### config.mk
export PLATFORM = sky130hd
export DESIGN_NAME = apb_ic_sched
export DESIGN_NICKNAME = d
export VERILOG_FILES = /design/src/rtl/apb_ic_sched_pkg.sv /design/src/rtl/apb_rr_pick.sv /design/src/rtl/apb_ic_sched.sv
export SDC_FILE = /design/constraint.sdc
export NUM_CORES = 1
export LEC_CHECK = 0
export CORE_AREA = 2 2 47 49
export CTS_CLUSTER_DIAMETER = 100
export DETAILED_ROUTE_END_ITERATION = 8
export DIE_AREA = 0 0 49 51
export HOLD_SLACK_MARGIN = 0.06
export PLACE_DENSITY = 0.79
export SLEW_MARGIN = 5
export SYNTH_ARGS = -nofsm -noshare
export SYNTH_HDL_FRONTEND = slang
export SYNTH_SLANG_ARGS = --single-unit
### constraint.sdc
create_clock -name clk -period 2.9 [get_ports clk]
set_input_delay 0.435 -clock clk [delete_from_list [all_inputs] [get_ports clk]]
set_output_delay 0.435 -clock clk [all_outputs]
set_load 0.02 [all_outputs]
### src/rtl/apb_ic_sched_pkg.sv
// Shared definitions for the cluster APB interconnect: scheduler state
// encoding and the width helper used to size derived parameters.
package apb_ic_sched_pkg;

    typedef enum logic [1:0] {
        IDLE   = 2'd0,
        SETUP  = 2'd1,
        ACCESS = 2'd2
    } state_t;

    // max(1, clog2(n)): an index or counter always needs at least one bit.
    function automatic int clog2_min1(input int n);
        int w;
        w = 0;
        while ((1 << w) < n) begin
            w = w + 1;
        end
        return (w < 1) ? 1 : w;
    endfunction

endpackage

### src/rtl/apb_rr_pick.sv
// Combinational round-robin search: first requester above last_idx,
// wrapping to the lowest requester when none is found above it.
module apb_rr_pick
    import apb_ic_sched_pkg::*;
#(
    parameter int N  = 4,
    parameter int GB = clog2_min1(N)
) (
    input  logic [N-1:0]  reqs,
    input  logic [GB-1:0] last_idx,
    output logic [N-1:0]  next_oh,
    output logic [GB-1:0] next_idx,
    output logic          any
);

    logic          hi_found;
    logic          lo_found;
    logic [GB-1:0] hi_idx;
    logic [GB-1:0] lo_idx;

    // Scanning downward leaves the lowest match in each candidate slot.
    always_comb begin
        hi_found = 1'b0;
        lo_found = 1'b0;
        hi_idx   = '0;
        lo_idx   = '0;
        for (int i = N - 1; i >= 0; i--) begin
            if (reqs[i]) begin
                lo_found = 1'b1;
                lo_idx   = GB'(i);
                if (i > int'(last_idx)) begin
                    hi_found = 1'b1;
                    hi_idx   = GB'(i);
                end
            end
        end
        any      = lo_found;
        next_idx = hi_found ? hi_idx : (lo_found ? lo_idx : last_idx);
        next_oh  = lo_found ? (N'(1) << next_idx) : '0;
    end

endmodule

### src/rtl/apb_ic_sched.sv
// Transfer-level scheduler for the shared APB slave bus: round-robin grant,
// SETUP/ACCESS phasing and an ACCESS-phase watchdog.
module apb_ic_sched
    import apb_ic_sched_pkg::*;
#(
    parameter int  NUM_MASTERS    = 4,
    parameter int  TIMEOUT_CYCLES = 64,
    localparam int GRANT_BITS     = clog2_min1(NUM_MASTERS),
    localparam int TO_BITS        = clog2_min1(TIMEOUT_CYCLES + 1)
) (
    input  logic                   clk,
    input  logic                   reset,
    input  logic [NUM_MASTERS-1:0] reqs,
    input  logic                   slave_pready,
    output logic [NUM_MASTERS-1:0] grants,
    output logic [GRANT_BITS-1:0]  grant_idx,
    output logic                   m_psel,
    output logic                   m_penable,
    output logic                   s_pready,
    output logic                   xfer_done,
    output logic                   timeout_err,
    output state_t                 fsm_state
);

    // Handshake: a granted master keeps its req high until it sees s_pready
    // in ACCESS; dropping req before that abandons the transfer silently.

    localparam logic [GRANT_BITS-1:0] LAST_RST = GRANT_BITS'(NUM_MASTERS - 1);
    localparam logic [TO_BITS-1:0]    TO_LAST  =
        TO_BITS'((TIMEOUT_CYCLES > 0) ? (TIMEOUT_CYCLES - 1) : 0);

    state_t                  state, state_n;
    logic [NUM_MASTERS-1:0]  grants_n;
    logic [GRANT_BITS-1:0]   last_idx, last_n;
    logic [TO_BITS-1:0]      to_cnt, cnt_n;

    logic [NUM_MASTERS-1:0]  pick_oh;
    logic [GRANT_BITS-1:0]   pick_idx;
    logic                    pick_any;
    logic                    granted_req;

    apb_rr_pick #(
        .N  (NUM_MASTERS),
        .GB (GRANT_BITS)
    ) u_pick (
        .reqs     (reqs),
        .last_idx (last_idx),
        .next_oh  (pick_oh),
        .next_idx (pick_idx),
        .any      (pick_any)
    );

    assign granted_req = |(reqs & grants);
    assign grant_idx   = last_idx;
    assign fsm_state   = state;

    always_ff @(posedge clk or posedge reset) begin
        if (reset) begin
            state    <= IDLE;
            grants   <= '0;
            last_idx <= LAST_RST;
            to_cnt   <= '0;
        end else begin
            state    <= state_n;
            grants   <= grants_n;
            last_idx <= last_n;
            to_cnt   <= cnt_n;
        end
    end

    always_comb begin
        state_n     = state;
        grants_n    = grants;
        last_n      = last_idx;
        cnt_n       = to_cnt;
        m_psel      = 1'b0;
        m_penable   = 1'b0;
        s_pready    = 1'b0;
        xfer_done   = 1'b0;
        timeout_err = 1'b0;

        case (state)
            IDLE: begin
                if (pick_any) begin
                    grants_n = pick_oh;
                    last_n   = pick_idx;
                    state_n  = SETUP;
                end else begin
                    grants_n = '0;
                end
            end

            SETUP: begin
                m_psel = 1'b1;
                if (!granted_req) begin
                    grants_n = '0;
                    state_n  = IDLE;
                end else begin
                    cnt_n   = '0;
                    state_n = ACCESS;
                end
            end

            ACCESS: begin
                m_psel    = 1'b1;
                m_penable = 1'b1;
                // PREADY wins over both an abort and watchdog expiry.
                if (slave_pready) begin
                    s_pready  = 1'b1;
                    xfer_done = 1'b1;
                    grants_n  = '0;
                    state_n   = IDLE;
                end else if (!granted_req) begin
                    grants_n = '0;
                    state_n  = IDLE;
                end else if ((TIMEOUT_CYCLES > 0) && (to_cnt == TO_LAST)) begin
                    s_pready    = 1'b1;
                    timeout_err = 1'b1;
                    grants_n    = '0;
                    state_n     = IDLE;
                end else begin
                    cnt_n = (TIMEOUT_CYCLES > 0) ? (to_cnt + TO_BITS'(1)) : '0;
                end
            end

            default: begin
                grants_n = '0;
                state_n  = IDLE;
            end
        endcase
    end

endmodule

==> results.md <==
- Compound-gate portion of the synthesized area: 24.78%
- Crit share post-route: 92.09%
- Clock Tree Buf Depth: 2
- Fin. max-slew vios: 0
- Initial DRC Count: 31
- Post-CTS sizing: 0
- Critical Path RT: 2470 ps
- Layout area overhead: 24.91%
- Final min period: 2671 ps
- # clock sinks: 15
- GRT Util Overall: 18.75%
- Post-Syn Nets: 117
- Layout cells sized above 1: 8.594%
- Initial Util: 48.70%
- RSZ-0062 raised after global routing: no
- Setup Buffers After CTS: 0
- Die ar.: 2499 um2
- First-pass detailed-route iteration total: 4
- Leakage: 0.0005080 uW
- Root Buffer: clkbuf_4
- Final #Nets: 140
- Synth warnings: 0
- Placed instance area: 1229 um2
- Worst setup EP type: primary output
- Layout Utilization: 60.82%
- Dpl ws: 243.0 ps
- VDD IR max: 602.0 uV
- Mux contribution to synthesized area: 5.106%
- Post-Syn Area per Cell: 9.478 um2
- Fin worst setup slack: 229.3 ps
- Post-Route WL: 2246 um
- TritonCTS clock tree: yes
- Worst setup path class: input port to primary output
- Final setup violation count: 0
- Antenna viol nets, final: 0
- Post-Synth XOR/XNOR Area: 0%
- Netlist cell types: 40
- Synth Area in Adders: 4.981%
- Via density: 5.801
- Largest family of logic cells by synthesized area: compound AO/OA/AOI/OAI gates
- Inserted Diodes: 0
- Fmax: 374.4 MHz
- Crit start category: input port
- Skew-Pair Late Insertion Delay: 300 ps
- Crit path DAT: 2240 ps
- Critical path peak fanout: 6
- CTS buffer count: 3
- Post-synthesis register bit count: 15
- Sequential cell area fraction in the yosys report: 37.61%
- Worst-path clk slew: 100 ps
- Setup tns final: 0 ps
- # DRC: 0
- Die extent in y: 51 um
- Status: complete, no violations
- GPL Wtd Cong: 0.9202
- Vias in the first global route: 805
- Filler cell count: 189
- Die X: 49 um
- Routed via count: 905
- Max-cap viol count: 0
- Worst slew margin: 57.32%
- Synth Area in Simple Gates: 24.41%
- Slew @ Worst Pin: 634.7 ps
- Skew final: 13.81 ps
- Core Region: 2063 um2
- Mapped cell area: 1005 um2
- Power per cell area: 941.7 nW/um2
- Initial antenna violation count: 0
- Tightest Hold Check Type: input port to asynchronous set/reset pin
- IO buf count: 19
- WL/cell: 14.40 um
- DP HPWL: 1680 um
- Overflow after GRT: 0
- Num rows: 17
- Hold-fix buffers at CTS: 0
- Final hold vios: 0
- H-Tree Depth: 1
- Top Ports: 20
- First-pass GRT wire length: 3657 um
- Largest net degree at the start of global routing: 16
- Fin area: 1255 um2
- Synthesized netlist cell count: 106
final timing paths:
path	start	to	slack [ps]	cells after the start
min reg2reg	to_cnt[5]$_DFFE_PP0P_	to_cnt[5]$_DFFE_PP0P_	550	2
min	reset	to_cnt[2]$_DFFE_PP0P_	490	2
max reg2reg	fsm_state[0]$_DFFE_PP0P_	grants[1]$_DFFE_PP0P_	980	6
max in group asynchronous	reset	grants[1]$_DFFE_PP0P_	2010	2
max	reqs[3]	timeout_err	230	5
min in group clk	to_cnt[5]$_DFFE_PP0P_	to_cnt[5]$_DFFE_PP0P_	550	2
state kept, by name (all words and copies together), names as in the netlist:
register	cells
grants	4
fsm_state	2
to_cnt	7
grant_idx	2
kinds of logic (layout without fill, tap and decap cells):
kind of cell / after synthesis / in the layout
muxes: 5 / 5
buffers and inverters: 8 / 30
DFF: 15 / 15
and+or+nand+nor: 39 / 39
adders and majority gates: 4 / 4
AOI/OAI and AO/OA: 35 / 35
critical path, stage by stage:
cell             delay (ps)
clkdlybuf4s50_1         560
a22o_1                  230
nor2_1                   90
nor4_1                  260
clkdlybuf4s50_1         650
power breakdown:
group	internal [uW]	switching (uW)	leakage, uW
registers	281	70.1	0.000198
logic	310	392	0.000295
clock network	53.6	74.7	0.0000150
routing by layer:
metal,up-vias,wire length (um),part of all wire [%],global-route usage [%]
met5,-,0,0,0
met4,0,29,1.3,5.714
met3,6,88,3.9,4.094
met2,24,1072,48,30.37
met1,431,1055,47,25.19
li1,444,-,-,-
cells in the mapped netlist:
cell	instances	area [um2]
and2_1	1	6.260
a22oi_1	1	7.510
nand2b_1	7	43.79
a21o_1	1	7.510
nor2b_1	3	18.77
o21ai_1	4	20.02
mux2_1	1	11.26
or4b_4	1	13.76
nor3_1	2	10.01
a22o_1	2	17.52
a21boi_1	1	7.510
a211oi_1	2	15.01
and3_4	1	11.26
o41ai_1	1	8.760
nand2b_4	1	13.76
mux2i_1	4	40.04
a21oi_1	4	20.02
buf_2	1	5.000
or2_1	2	12.51
nand4b_1	1	8.760
nand2_1	7	26.28
nand3_1	4	20.02
dfstp_2	2	52.55
o31a_1	2	17.52
inv_1	6	22.52
nor4_1	3	18.77
nand3_2	1	10.01
ha_1	4	50.05
or2b_1	1	7.510
dfrtp_1	13	325.3
o311ai_1	1	8.760
o211ai_1	4	30.03
o21ai_0	1	5.000
o21a_1	3	22.52
and4_1	1	8.760
nor2_1	2	7.510
nand3b_1	1	7.510
a21o_2	1	8.760
clkbuf_1	1	3.750
o31ai_1	7	52.55
cell type report:
class	count	area [um2]	share of cell area [%]
multi-input combinational	83	595.6	47.46
sequential	15	377.9	30.11
timing repair buffer	20	197.7	15.75
tap	28	35.03	2.792
clock buffer	4	26.28	2.094
inverter	6	22.52	1.795
stage by stage:
step                      power, uW  instances  hold WS (ps)
after floorplan               806.3        106         335.0
final                          1182        156         487.1
after detailed placement       1050        152         538.6
after global placement         1034        152         523.1
after global routing           1264        156         560.9
after CTS                      1177        156         510.8
cell usage in the layout (no fill, tap or decap), types with 2 or more instances in the layout:
master | synthesis | final
a211oi_1 | 2 | 2
a21oi_1 | 4 | 4
a22o_1 | 2 | 2
clkbuf_4 | 0 | 3
clkdlybuf4s50_1 | 0 | 19
dfrtp_1 | 13 | 13
dfstp_2 | 2 | 2
ha_1 | 4 | 4
inv_1 | 6 | 6
mux2i_1 | 4 | 4
nand2_1 | 7 | 7
nand2b_1 | 7 | 7
nand3_1 | 4 | 4
nor2_1 | 2 | 2
nor2b_1 | 3 | 3
nor3_1 | 2 | 2
nor4_1 | 3 | 3
o211ai_1 | 4 | 4
o21a_1 | 3 | 3
o21ai_1 | 4 | 4
o31a_1 | 2 | 2
o31ai_1 | 7 | 7
or2_1 | 2 | 2
No activity file was read; power rests on OpenSTA's default activity.
